File: src/rtl/single_process_array_pkg.sv
// Shared types, sizes and operand-index helpers for the single-MAC 2x2 convolution block.
package single_process_array_pkg;

   localparam int N_A   = 4;
   localparam int N_K   = 3;
   localparam int N_OUT = 2;
   localparam int TAPS  = 9;
   localparam int STEPS = 36;
   localparam int DW    = 8;

   typedef enum logic [1:0] {
      IDLE = 2'd0,
      RUN  = 2'd1,
      DONE = 2'd2
   } state_e;

   typedef logic [5:0] step_t;

   function automatic logic [3:0] tap_of(input step_t k);
      return 4'(int'(k) % TAPS);
   endfunction

   function automatic logic [1:0] out_of(input step_t k);
      return 2'(int'(k) / TAPS);
   endfunction

   // Flat row-major A index of the window element used at step k.
   function automatic logic [3:0] a_index(input step_t k);
      int o;
      int t;
      int row;
      int col;
      o   = int'(k) / TAPS;
      t   = int'(k) % TAPS;
      row = (o / N_OUT) + (t / N_K);
      col = (o % N_OUT) + (t % N_K);
      return 4'(row * N_A + col);
   endfunction

   // The flipped kernel index collapses to (TAPS-1) - tap.
   function automatic logic [3:0] b_index(input step_t k);
      return 4'((TAPS - 1) - (int'(k) % TAPS));
   endfunction

endpackage

File: src/rtl/single_process_array_mac8.sv
// 8x8 multiply with 8-bit wrapping accumulate; sum shows acc + a*b for the current operands.
module single_process_array_mac8
   import single_process_array_pkg::*;
(
   input  logic          clk,
   input  logic          rst,
   input  logic          clr,
   input  logic          en,
   input  logic [DW-1:0] a,
   input  logic [DW-1:0] b,
   output logic [DW-1:0] sum
);

   logic [DW-1:0] acc_q;
   logic [DW-1:0] acc_d;
   logic [DW-1:0] prod;

   // clr wins over en so the final tap of a sum can be read out while the accumulator restarts.
   always_comb begin
      prod  = a * b;
      sum   = acc_q + prod;
      acc_d = acc_q;
      if (clr) begin
         acc_d = '0;
      end else if (en) begin
         acc_d = sum;
      end
   end

   always_ff @(posedge clk) begin
      if (!rst) begin
         acc_q <= '0;
      end else begin
         acc_q <= acc_d;
      end
   end

endmodule

File: src/rtl/single_process_array.sv
// 2x2 valid convolution of a 4x4 matrix with a flipped 3x3 kernel, one MAC per cycle over 36 steps.
module single_process_array
   import single_process_array_pkg::*;
(
   input  logic          clk,
   input  logic          rst,
   input  logic          active_single,
   input  logic [DW-1:0] a11, a12, a13, a14,
   input  logic [DW-1:0] a21, a22, a23, a24,
   input  logic [DW-1:0] a31, a32, a33, a34,
   input  logic [DW-1:0] a41, a42, a43, a44,
   input  logic [DW-1:0] b11, b12, b13,
   input  logic [DW-1:0] b21, b22, b23,
   input  logic [DW-1:0] b31, b32, b33,
   output logic          done_single,
   output logic [DW-1:0] c11,
   output logic [DW-1:0] c12,
   output logic [DW-1:0] c21,
   output logic [DW-1:0] c22
);

   // Handshake: a run starts when active_single is seen high in IDLE; done_single stays high
   // until active_single is seen low, so a held request yields exactly one run.

   state_e        state_q, state_d;
   step_t         k_q, k_d;
   logic          done_q, done_d;
   logic [DW-1:0] a_q [N_A*N_A];
   logic [DW-1:0] a_d [N_A*N_A];
   logic [DW-1:0] b_q [TAPS];
   logic [DW-1:0] b_d [TAPS];
   logic [DW-1:0] c_q [N_OUT*N_OUT];
   logic [DW-1:0] c_d [N_OUT*N_OUT];
   logic [DW-1:0] a_in [N_A*N_A];
   logic [DW-1:0] b_in [TAPS];

   logic          mac_clr;
   logic          mac_en;
   logic [DW-1:0] mac_a;
   logic [DW-1:0] mac_b;
   logic [DW-1:0] mac_sum;

   assign a_in = '{a11, a12, a13, a14, a21, a22, a23, a24,
                   a31, a32, a33, a34, a41, a42, a43, a44};
   assign b_in = '{b11, b12, b13, b21, b22, b23, b31, b32, b33};

   assign mac_a = a_q[a_index(k_q)];
   assign mac_b = b_q[b_index(k_q)];

   single_process_array_mac8 u_mac8 (
      .clk (clk),
      .rst (rst),
      .clr (mac_clr),
      .en  (mac_en),
      .a   (mac_a),
      .b   (mac_b),
      .sum (mac_sum)
   );

   always_comb begin
      state_d = state_q;
      k_d     = k_q;
      done_d  = done_q;
      a_d     = a_q;
      b_d     = b_q;
      c_d     = c_q;
      mac_clr = 1'b0;
      mac_en  = 1'b0;
      case (state_q)
         IDLE: begin
            if (active_single) begin
               state_d = RUN;
               k_d     = '0;
               a_d     = a_in;
               b_d     = b_in;
               mac_clr = 1'b1;
            end
         end
         RUN: begin
            mac_en = 1'b1;
            if (tap_of(k_q) == 4'(TAPS - 1)) begin
               c_d[out_of(k_q)] = mac_sum;
               mac_clr          = 1'b1;
            end
            if (k_q == step_t'(STEPS - 1)) begin
               state_d = DONE;
               done_d  = 1'b1;
               k_d     = '0;
            end else begin
               k_d = k_q + 6'd1;
            end
         end
         DONE: begin
            if (!active_single) begin
               state_d = IDLE;
               done_d  = 1'b0;
            end
         end
         default: begin
            state_d = IDLE;
            done_d  = 1'b0;
         end
      endcase
   end

   always_ff @(posedge clk) begin
      if (!rst) begin
         state_q <= IDLE;
         k_q     <= '0;
         done_q  <= 1'b0;
         a_q     <= '{default: '0};
         b_q     <= '{default: '0};
         c_q     <= '{default: '0};
      end else begin
         state_q <= state_d;
         k_q     <= k_d;
         done_q  <= done_d;
         a_q     <= a_d;
         b_q     <= b_d;
         c_q     <= c_d;
      end
   end

   assign done_single = done_q;
   assign c11         = c_q[0];
   assign c12         = c_q[1];
   assign c21         = c_q[2];
   assign c22         = c_q[3];

endmodule

File: config.mk
export PLATFORM = sky130hd
export DESIGN_NAME = single_process_array
export DESIGN_NICKNAME = d
export VERILOG_FILES = /design/src/rtl/single_process_array_pkg.sv /design/src/rtl/single_process_array_mac8.sv /design/src/rtl/single_process_array.sv
export SDC_FILE = /design/constraint.sdc
export NUM_CORES = 1
export LEC_CHECK = 0
export CAP_MARGIN = 20
export CORE_MARGIN = 3
export CORE_UTILIZATION = 51
export CTS_CLUSTER_DIAMETER = 40
export DETAILED_ROUTE_END_ITERATION = 8
export PLACE_DENSITY = 0.83
export SLEW_MARGIN = 20
export SYNTH_ARGS = -nofsm -noshare
export SYNTH_HDL_FRONTEND = slang
export SYNTH_SLANG_ARGS = --single-unit
File: constraint.sdc
create_clock -name clk -period 23 [get_ports clk]
set_input_delay 2.3 -clock clk [delete_from_list [all_inputs] [get_ports clk]]
set_output_delay 2.3 -clock clk [all_outputs]
set_load 0.02 [all_outputs]
==> results of run 1 <==
## registers in the layout (all words and copies together), names as in the netlist
name	count
done_single	1
state_q	2
c21	8
u_mac8.acc_q	8
a_q	128
c11	8
c22	8
c12	8
b_q	72
k_q	6
## cell usage in the layout, fill, tap and decap left out, types with 4 or more instances in the layout
master and n:
mux2i_1 41, nor2_2 4, inv_6 8, a21oi_1 36, xor2_1 11, and2_1 17
a211oi_1 5, o211a_1 12, mux4_2 49, nor2_1 41, o21ai_0 38, nand4_1 6
nor2b_1 39, nor4_1 9, clkbuf_16 31, buf_4 11, and3_1 4, a21o_1 11
o211ai_1 11, o21a_1 5, ha_1 38, a211oi_2 5, nor3_1 17, a31oi_1 8
xnor2_2 5, fa_1 18, o21ai_1 6, nand2b_1 18, clkbuf_8 4, nand2_1 486
a21boi_0 202, xnor2_1 32, dfxtp_1 249, clkdlybuf4s50_1 234, nand3_1 19, inv_1 60
## power groups by stage
stage,Clock [mW],Combinational [mW],Sequential (mW)
after floorplan,0,0.0909,0.470
after global routing,0.521,0.167,0.467
after CTS,0.503,0.153,0.465
after detailed placement,0,0.152,0.474
after global placement,0,0.150,0.473
final,0.497,0.152,0.465
## cell usage after synthesis, types with 4 or more instances
library cell	n
a211oi_1	5
a211oi_2	5
a21boi_0	202
a21o_1	11
a21oi_1	36
a31oi_1	8
and2_1	17
and3_1	4
buf_2	5
buf_4	5
buf_6	4
clkbuf_1	91
dfxtp_1	249
fa_1	18
ha_1	39
inv_1	60
mux2i_1	41
mux4_2	49
nand2_1	486
nand2b_1	19
nand3_1	19
nand4_1	6
nor2_1	43
nor2b_1	39
nor3_1	17
nor4_1	9
o211a_1	12
o211ai_1	11
o21a_1	5
o21ai_0	38
o21ai_1	6
xnor2_1	33
xnor2_2	4
xor2_1	11
## layer usage
metal | track usage [%] | vias to the layer above | wire length, um
met2 | 43.7 | 442 | 19600
met5 | 0 | - | 0
met3 | 3.74 | 91 | 2350
met1 | 33.6 | 6199 | 17400
li1 | - | 6289 | -
met4 | 7.89 | 0 | 1210
## worst max-delay path: cells and delay by family (launching register included)
kind	cells	cell delay (ps)
flip-flops	1	660
buffers and inverters	11	1520
multiplexers	1	330
XOR/XNOR	16	3170
AO/OA/AOI/OAI	19	4960
adder cells (fa/ha/maj)	14	4580
AND/OR/NAND/NOR	13	2810
## final timing paths
| check | end | startpoint | slack, ps |
|---|---|---|---|
| worst max-delay path | u_mac8.acc_q[7] | k_q[3] | 4820 |
| worst min-delay path | a_q[76] | a_q[76] | 460 |
| worst max register to register | u_mac8.acc_q[7] | k_q[3] | 4820 |
| worst min register to register | a_q[76] | a_q[76] | 460 |
## kinds of logic (layout without fill, tap and decap cells)
group	count (synthesis)	count (layout)
xor gates and xnor gates	50	50
AOI/OAI and AO/OA	408	408
DFF	249	249
and+or+nand+nor	692	692
buffers and inverters	170	365
adders and majority gates	58	58
muxes	97	97
## final cells by class
class	count	area, um^2	area share [%]
multi-input combinational	1305	9190	49.9
clock inverter	22	248	1.35
inverter	62	233	1.27
sequential	249	4980	27.1
clock buffer	35	831	4.52
tap	378	473	2.57
timing repair buffer	246	2440	13.2
## per-stage QoR
stage,area [um^2],worst slack (ps)
after floorplan,14800,7450
after global placement,17300,5630
after detailed placement,17300,5040
after CTS,18400,5020
after global routing,18400,3490
final,18400,4820
==> impl_metrics.csv, run 1 <==
group,metric,value,unit
outcome,status,"finished, final reports clean",
clock_network,cts_hold_buf,0,
synthesis,yosys.area.top_type,"dfxtp_1",
worst_setup_path,crit_type,"flip-flop to flip-flop",
global_routing,antenna_found_initial,0,
power,switching_power,0.294,mW
layout,finalNonFillerCells,2297,
synthesis,netlist_area,0.0148,mm^2
floorplanning,dieArea,0.0312,mm^2
power,p_int,0.820,mW
worst_hold_path,hold_class,"flip-flop to flip-flop",
route,ant_nets,0,
place,placed_cells,2240,
global_routing,grt_start_max_net_pins,107,
power,fin_total_pwr,1.11,mW
route,drtIter0Drc,986,
synthesis,synth_area_per_cell,8.60,um^2
timing,final_hold_viol_count,0,
global_routing,grt_pass1_wl,65800,um
clock_network,tritoncts,"yes",
synthesis,synthXorXnorAreaFrac,3.34,%
synthesis,yosysSeqAreaShare,33.6,%
clock_network,clkLatencyLatePin,570,ps
layout,area_delta_synth_final,24.0,%
synthesis,async_reset_ff_share,0,%
clock_network,htreeDepth,1,
timing,rsz0062_at_grt,"no",
layout,drive_gt1_share,9.64,%
floorplanning,coreArea,0.0282,mm^2
power,vdd_drop_max,0.0543,mV
power,power.density,60.6,mW/mm^2
layout,diodes,0,
clock_network,cts_setup_buffers,0,
clock_network,cts_made_buffers,31,
synthesis,synth_mux_area_share,10.8,%
worst_setup_path,start_kind,"flip-flop",
worst_setup_path,max_stage_delay,660,ps
synthesis,synth_cell_types,112,
power,p_leak,6.93,nW
floorplanning,ioPinCount,236,
clock_network,root_buffer,"clkbuf_16",
synthesis,synth-seq-cells,249,
floorplanning,start_util,52.5,%
timing,worst_slew_pin_slew,1110,ps
place,gp_congestion,0.880,
floorplanning,die_y,177,um
timing,maxSlewHeadroom,25.4,%
worst_setup_path,crit_arrival,18670,ps
timing,tns,0,ps
flow_run,maxCapViolCount,0,
floorplanning,die_width,177,um
synthesis,synth.net_count,1984,
floorplanning,fp-row-count,61,
power,power_frac_comb,13.7,%
timing,fin_skew,25.6,ps
synthesis,ys_warn_count,0,
power,seqPwrFrac,41.7,%
synthesis,synth-edff-count,0,
route,drc_errors,0,
timing,setup_viol,0,
timing,slew_violations,0,
place,io_buffer_count,235,
clock_network,clockBufferDepth,3,
place,dpl.hpwl,29800,um
route,via_per_inst,5.67,
global_routing,grt_pass1_vias,13000,
synthesis,synth_top_area_share,33.6,%
timing,max_freq,55.0,MHz
synthesis,synth_top_family_by_area,"compound AO/OA/AOI/OAI gates",
synthesis,synth_cells,1724,
power,clkPwrFrac,44.6,%
worst_setup_path,crit_fanout,20,
timing,fin_crit,18180,ps
power,switching_share,26.4,%
synthesis,ys_top_cells_by_area,"dfxtp_1 34%, nand2_1 12%, a21boi_0 10%",
layout,fin_nets,2155,
route,vias,13000,
timing,timing.hold.ws,457,ps
synthesis,yosys.area_share.simple,20.4,%
clock_network,cts.sinks,249,
layout,final_core_util,65.1,%
worst_setup_path,required,23490,ps
synthesis,synth-compound-area-share,21.3,%
clock_network,clk_pin_slew,60,ps
timing,fin_crit_sh,79.0,%
worst_hold_path,hold_depth,2,
global_routing,gr-usage-all-layers,25.6,%
global_routing,overflow,0,
worst_setup_path,cp-end-kind,"flip-flop",
route,wl_per_cell,17.7,um
clock_network,postCtsResizedCells,0,
worst_setup_path,reg2regPathDepth,74,
synthesis,synth_fa_ha_area_share,5.79,%
route,drt_wl_total,40600,um
worst_setup_path,slowest_stage,"dfxtp_1",
route,dr.pass1.iters,5,
synthesis,ys.flop_type,"dfxtp_1",
layout,nFillCells,2277,
Note: power is estimated with default switching activity, not from simulation.
==> run 2: changes to the inputs <==
==> constraint.sdc (replaced) <==
create_clock -name clk -period 18.1 [get_ports clk]
set_input_delay 1.81 -clock clk [delete_from_list [all_inputs] [get_ports clk]]
set_output_delay 1.81 -clock clk [all_outputs]
set_load 0.02 [all_outputs]
==> impl_metrics.csv, run 2 (synthesized netlist as in run 1, its figures left out) <==
group,metric,value,unit
outcome,status,"finished, final reports clean",
floorplanning,start_util,52.5,%
clock_network,tritoncts,"yes",
worst_hold_path,holdPathEnd,"u_mac8.acc_q[3]",
route,drc_errors,0,
power,power.density,78.1,mW/mm^2
clock_network,root_buffer,"clkbuf_16",
power,vdd_drop_max,0.0608,mV
worst_setup_path,r2r-end,"u_mac8.acc_q[7]",
flow_run,maxCapViolCount,0,
floorplanning,fp-row-count,61,
global_routing,overflow,0,
clock_network,htreeDepth,1,
power,power_frac_comb,13.6,%
worst_setup_path,max_stage_delay,520,ps
floorplanning,die_width,177,um
place,gp_congestion,0.903,
floorplanning,dieArea,0.0312,mm^2
worst_setup_path,start_kind,"flip-flop",
layout,largest-register,"a_q",
worst_setup_path,crit_fanout,14,
power,clkPwrFrac,45.5,%
layout,area_delta_synth_final,24.7,%
timing,fin_crit,16920,ps
clock_network,clockBufferDepth,3,
worst_hold_path,hold_class,"flip-flop to flip-flop",
timing,slew_violations,0,
timing,fin_crit_sh,93.5,%
worst_setup_path,required,18590,ps
layout,stdcell_area,0.0185,mm^2
floorplanning,ioPinCount,236,
worst_hold_path,hold_depth,2,
route,drt_wl_total,41400,um
clock_network,clkLatencyLatePin,580,ps
timing,worst_slew_pin_slew,1090,ps
route,wl_per_cell,18.0,um
global_routing,antenna_found_initial,0,
worst_setup_path,cp-end-kind,"flip-flop",
timing,timing.hold.ws,455,ps
worst_setup_path,reg2regPathDepth,73,
layout,drive_gt1_share,10.1,%
clock_network,cts_made_buffers,31,
timing,final_hold_viol_count,0,
place,placed_area,0.0173,mm^2
layout,final_core_util,65.5,%
place,io_buffer_count,235,
power,p_int,1.08,mW
layout,largest_reg_flops,128,
place,dpl.hpwl,30400,um
worst_setup_path,reg2reg_from,"k_q[3]",
route,drtIter0Drc,1009,
global_routing,grt_start_max_net_pins,116,
layout,nFillCells,2334,
layout,fin_nets,2159,
floorplanning,die_y,177,um
global_routing,grt_pass1_vias,13200,
worst_setup_path,crit_type,"flip-flop to flip-flop",
timing,setup_viol,0,
worst_setup_path,crit_family,"compound AO/OA/AOI/OAI gates",
route,dr.pass1.iters,5,
timing,fin_skew,24.0,ps
route,via_per_inst,5.65,
clock_network,cts.sinks,249,
layout,top_regs,"a_q (128), b_q (72)",
clock_network,clk_pin_slew,60,ps
floorplanning,coreArea,0.0282,mm^2
power,fin_total_pwr,1.44,mW
power,seqPwrFrac,40.9,%
timing,max_freq,59.1,MHz
power,switching_power,0.367,mW
power,switching_share,25.4,%
worst_setup_path,crit_arrival,17410,ps
timing,tns,0,ps
layout,layout_commonest_cell,"nand2_1",
worst_setup_path,slowest_stage,"fa_1",
worst_setup_path,rrSetupSlack,1180,ps
worst_setup_path,crit_buf_inv,10,
route,vias,13000,
layout,final_cell_mix,"486 x nand2_1, 247 x dfxtp_1, 234 x clkdlybuf4s50_1",
timing,maxSlewHeadroom,27.0,%
power,p_leak,6.97,nW
layout,diodes,0,
global_routing,gr-usage-all-layers,26.2,%
global_routing,grt_pass1_wl,67100,um
worst_hold_path,hold_start,"u_mac8.acc_q[3]",
route,ant_nets,0,
-- run 2: how the worst max path moves through the flow --
stage / startpoint / to / slack (ps) / depth (start not counted)
finish: k_q[3] / u_mac8.acc_q[7] / 1180 / 73
global route: k_q[3] / u_mac8.acc_q[7] / -3 / 73
CTS: k_q[3] / u_mac8.acc_q[7] / 490 / 73
detailed placement: k_q[3] / u_mac8.acc_q[7] / 600 / 73
global placement: k_q[3] / u_mac8.acc_q[7] / 1200 / 73
floorplan: k_q[3] / u_mac8.acc_q[7] / 2550 / 67
-- run 2: metal layers --
metal,vias to the layer above,global-route usage (%),wire [um]
li1,6288,-,-
met3,74,3.66,2400
met4,0,6.94,994
met1,6235,35.7,18200
met2,418,44.0,19800
met5,-,0,0
-- run 2: area by class of cell --
type,instances,area [um^2],share of cell area (%)
sequential,249,4990,27.0
clock inverter,25,332,1.79
inverter,62,233,1.26
multi-input combinational,1305,9230,49.9
tap,378,473,2.56
timing repair buffer,250,2460,13.3
clock buffer,33,783,4.23
-- run 2: stage by stage --
step / instances / setup WS, ps
2_1_floorplan: 1724 / 2550
3_3_place_gp: 2242 / 1200
3_5_place_dp: 2242 / 599
4_1_cts: 2300 / 489
5_1_grt: 2302 / -2.67
6_report: 2302 / 1180
-- run 2: repair_timing --
action,CTS,global route
gates resized for setup,0,11
hold buffers,0,0
endpoints found under the setup margin,0,20
buffers inserted,0,2
-- run 2: worst reg2reg max path, delay by kind of cell, from the launching register on --
kind	cells	cell delay, ps
simple gates	13	2810
compound gates	19	4710
flops	1	450
mux	1	340
buf+inv	10	1120
fa+ha+maj	14	4430
xor+xnor	16	3020
-- run 2: power groups by stage --
stage	Combinational [mW]	Sequential (mW)	Clock [mW]
after CTS	0.196	0.591	0.663
after global placement	0.192	0.601	0
after floorplan	0.115	0.597	0
final	0.196	0.590	0.657
after global routing	0.216	0.593	0.689
after detailed placement	0.195	0.602	0
==> run 3: changes to the inputs <==
--- a/config.mk
+++ b/config.mk
@@ -5,12 +5,14 @@
 export SDC_FILE = /design/constraint.sdc
 export NUM_CORES = 1
 export LEC_CHECK = 0
+export ABC_CLOCK_PERIOD_IN_PS = 18100
 export CAP_MARGIN = 20
 export CORE_MARGIN = 3
 export CORE_UTILIZATION = 51
 export CTS_CLUSTER_DIAMETER = 40
 export DETAILED_ROUTE_END_ITERATION = 8
-export PLACE_DENSITY = 0.83
+export MAX_ROUTING_LAYER = met4
+export PLACE_DENSITY = 0.81
 export SLEW_MARGIN = 20
 export SYNTH_ARGS = -nofsm -noshare
 export SYNTH_HDL_FRONTEND = slang
==> impl_metrics.csv, run 3 (synthesized netlist as in run 1, its figures left out) <==
group,metric,value,unit
outcome,status,"finished, final reports clean",
route,drtIter0Drc,1059,
layout,largest_reg_flops,128,
place,dpl.hpwl,30000,um
clock_network,root_buffer,"clkbuf_16",
layout,final_core_util,65.8,%
timing,setup_viol,0,
place,pre_cts_slack,535,ps
clock_network,clkLatencyLatePin,520,ps
layout,area_delta_synth_final,25.2,%
timing,slew_violations,0,
floorplanning,fp-row-count,61,
power,power.density,80.5,mW/mm^2
timing,fin_crit_sh,93.6,%
timing,max_freq,59.0,MHz
clock_network,clk_pin_slew,50,ps
worst_setup_path,start_kind,"flip-flop",
timing,rsz0062_at_grt,"no",
layout,final_cell_mix,"486 x nand2_1, 247 x dfxtp_1, 234 x clkdlybuf4s50_1",
global_routing,grt_pass1_wl,66900,um
place,gp_congestion,0.916,
timing,fin_crit,16940,ps
clock_network,cts_made_buffers,35,
route,wl_per_cell,18.0,um
layout,layout_commonest_cell,"nand2_1",
timing,maxSlewHeadroom,23.7,%
power,p_leak,7.02,nW
floorplanning,ioPinCount,236,
power,vdd_drop_max,0.0564,mV
layout,multi_input_area,0.00922,mm^2
timing,fin_skew,28.4,ps
layout,stdcell_area,0.0186,mm^2
route,drc_errors,0,
clock_network,clockBufferDepth,3,
floorplanning,die_width,177,um
worst_setup_path,crit_type,"flip-flop to flip-flop",
global_routing,grt_pass1_vias,13000,
timing,final_hold_viol_count,0,
worst_hold_path,hold_class,"flip-flop to flip-flop",
global_routing,antenna_found_initial,0,
layout,finalNonFillerCells,2304,
global_routing,gr-usage-all-layers,27.1,%
flow_run,maxCapViolCount,0,
place,io_buffer_count,235,
worst_setup_path,worst_path_most_repeated_cell,"xnor2_1",
route,dr.pass1.iters,7,
clock_network,cts_setup_buffers,0,
floorplanning,die_y,177,um
place,placed_cells,2241,
global_routing,grt_start_max_net_pins,125,
floorplanning,start_util,52.5,%
place,placed_area,0.0173,mm^2
layout,fin_nets,2160,
layout,largest-register,"a_q",
clock_network,htreeDepth,2,
timing,tns,0,ps
worst_setup_path,slowest_stage,"dfxtp_2",
layout,diodes,0,
timing,fin_ws,1160,ps
worst_setup_path,max_stage_delay,520,ps
route,drt_wl_total,41600,um
clock_network,cts.sinks,249,
floorplanning,dieArea,0.0312,mm^2
clock_network,tritoncts,"yes",
floorplanning,coreArea,0.0282,mm^2
clock_network,cts_hold_buf,0,
route,ant_nets,0,
layout,top_regs,"a_q (128), b_q (72)",
global_routing,overflow,0,
layout,drive_gt1_share,10.1,%
route,via_per_inst,5.63,
route,vias,13000,
timing,worst_slew_pin_slew,1130,ps
worst_setup_path,crit_arrival,17380,ps
worst_setup_path,crit_fanout,14,
layout,seqCellArea,0.00499,mm^2
layout,nFillCells,2268,
worst_setup_path,required,18530,ps
worst_setup_path,cp-end-kind,"flip-flop",
-- run 3: worst paths after layout --
path / cells after the start / end / from / slack [ps]
setup / recovery: 72 / u_mac8.acc_q[7] / k_q[3] / 1160
hold / removal: 2 / a_q[125] / a_q[125] / 460
setup reg to reg: 72 / u_mac8.acc_q[7] / k_q[3] / 1160
hold reg to reg: 2 / a_q[125] / a_q[125] / 460
-- run 3: area by class of cell --
class	count	share of cell area (%)
multi-input combinational	1305	49.6
clock inverter	22	1.53
inverter	62	1.25
tap	378	2.55
timing repair buffer	247	13.1
sequential	249	26.9
clock buffer	41	5.05
-- run 3: through the flow --
step	power (mW)	hold slack, ps
after global routing	1.55	481
final	1.50	461
after CTS	1.50	464
after floorplan	0.713	436
after detailed placement	0.797	451
after global placement	0.792	445
-- run 3: what timing repair did --
item,in CTS,in global routing
endpoints found under the hold margin,0,0
endpoints found under the setup margin,0,20
gates resized for setup,0,9
-- run 3: critical path: cells and delay by family (launching register included) --
kind / cells / cell delay, ps
xor gates and xnor gates: 16 / 3080
buffers and inverters: 10 / 1130
DFF: 1 / 520
adders and majority gates: 14 / 4440
muxes: 1 / 340
and+or+nand+nor: 12 / 2650
AOI/OAI and AO/OA: 19 / 4660
-- run 3: report_power, final --
| part | switching (mW) | internal, mW | total (mW) | leakage [nW] |
|---|---|---|---|---|
| clock | 0.258 | 0.449 | 0.707 | 0.603 |
| sequential | 0.0146 | 0.577 | 0.591 | 2.04 |
| combinational | 0.100 | 0.0967 | 0.197 | 4.38 |
| total | 0.373 | 1.12 | 1.50 | 7.02 |
-- run 3: per-layer routing --
layer	GRT usage, %	wire length [um]	up-vias	share of wire (%)
li1	-	-	6296	-
met1	36.6	19000	6235	46
met2	43.7	19900	372	48
met3	3.23	1840	66	4.4
met4	6.68	858	0	2.1
met5	-	0	-	0
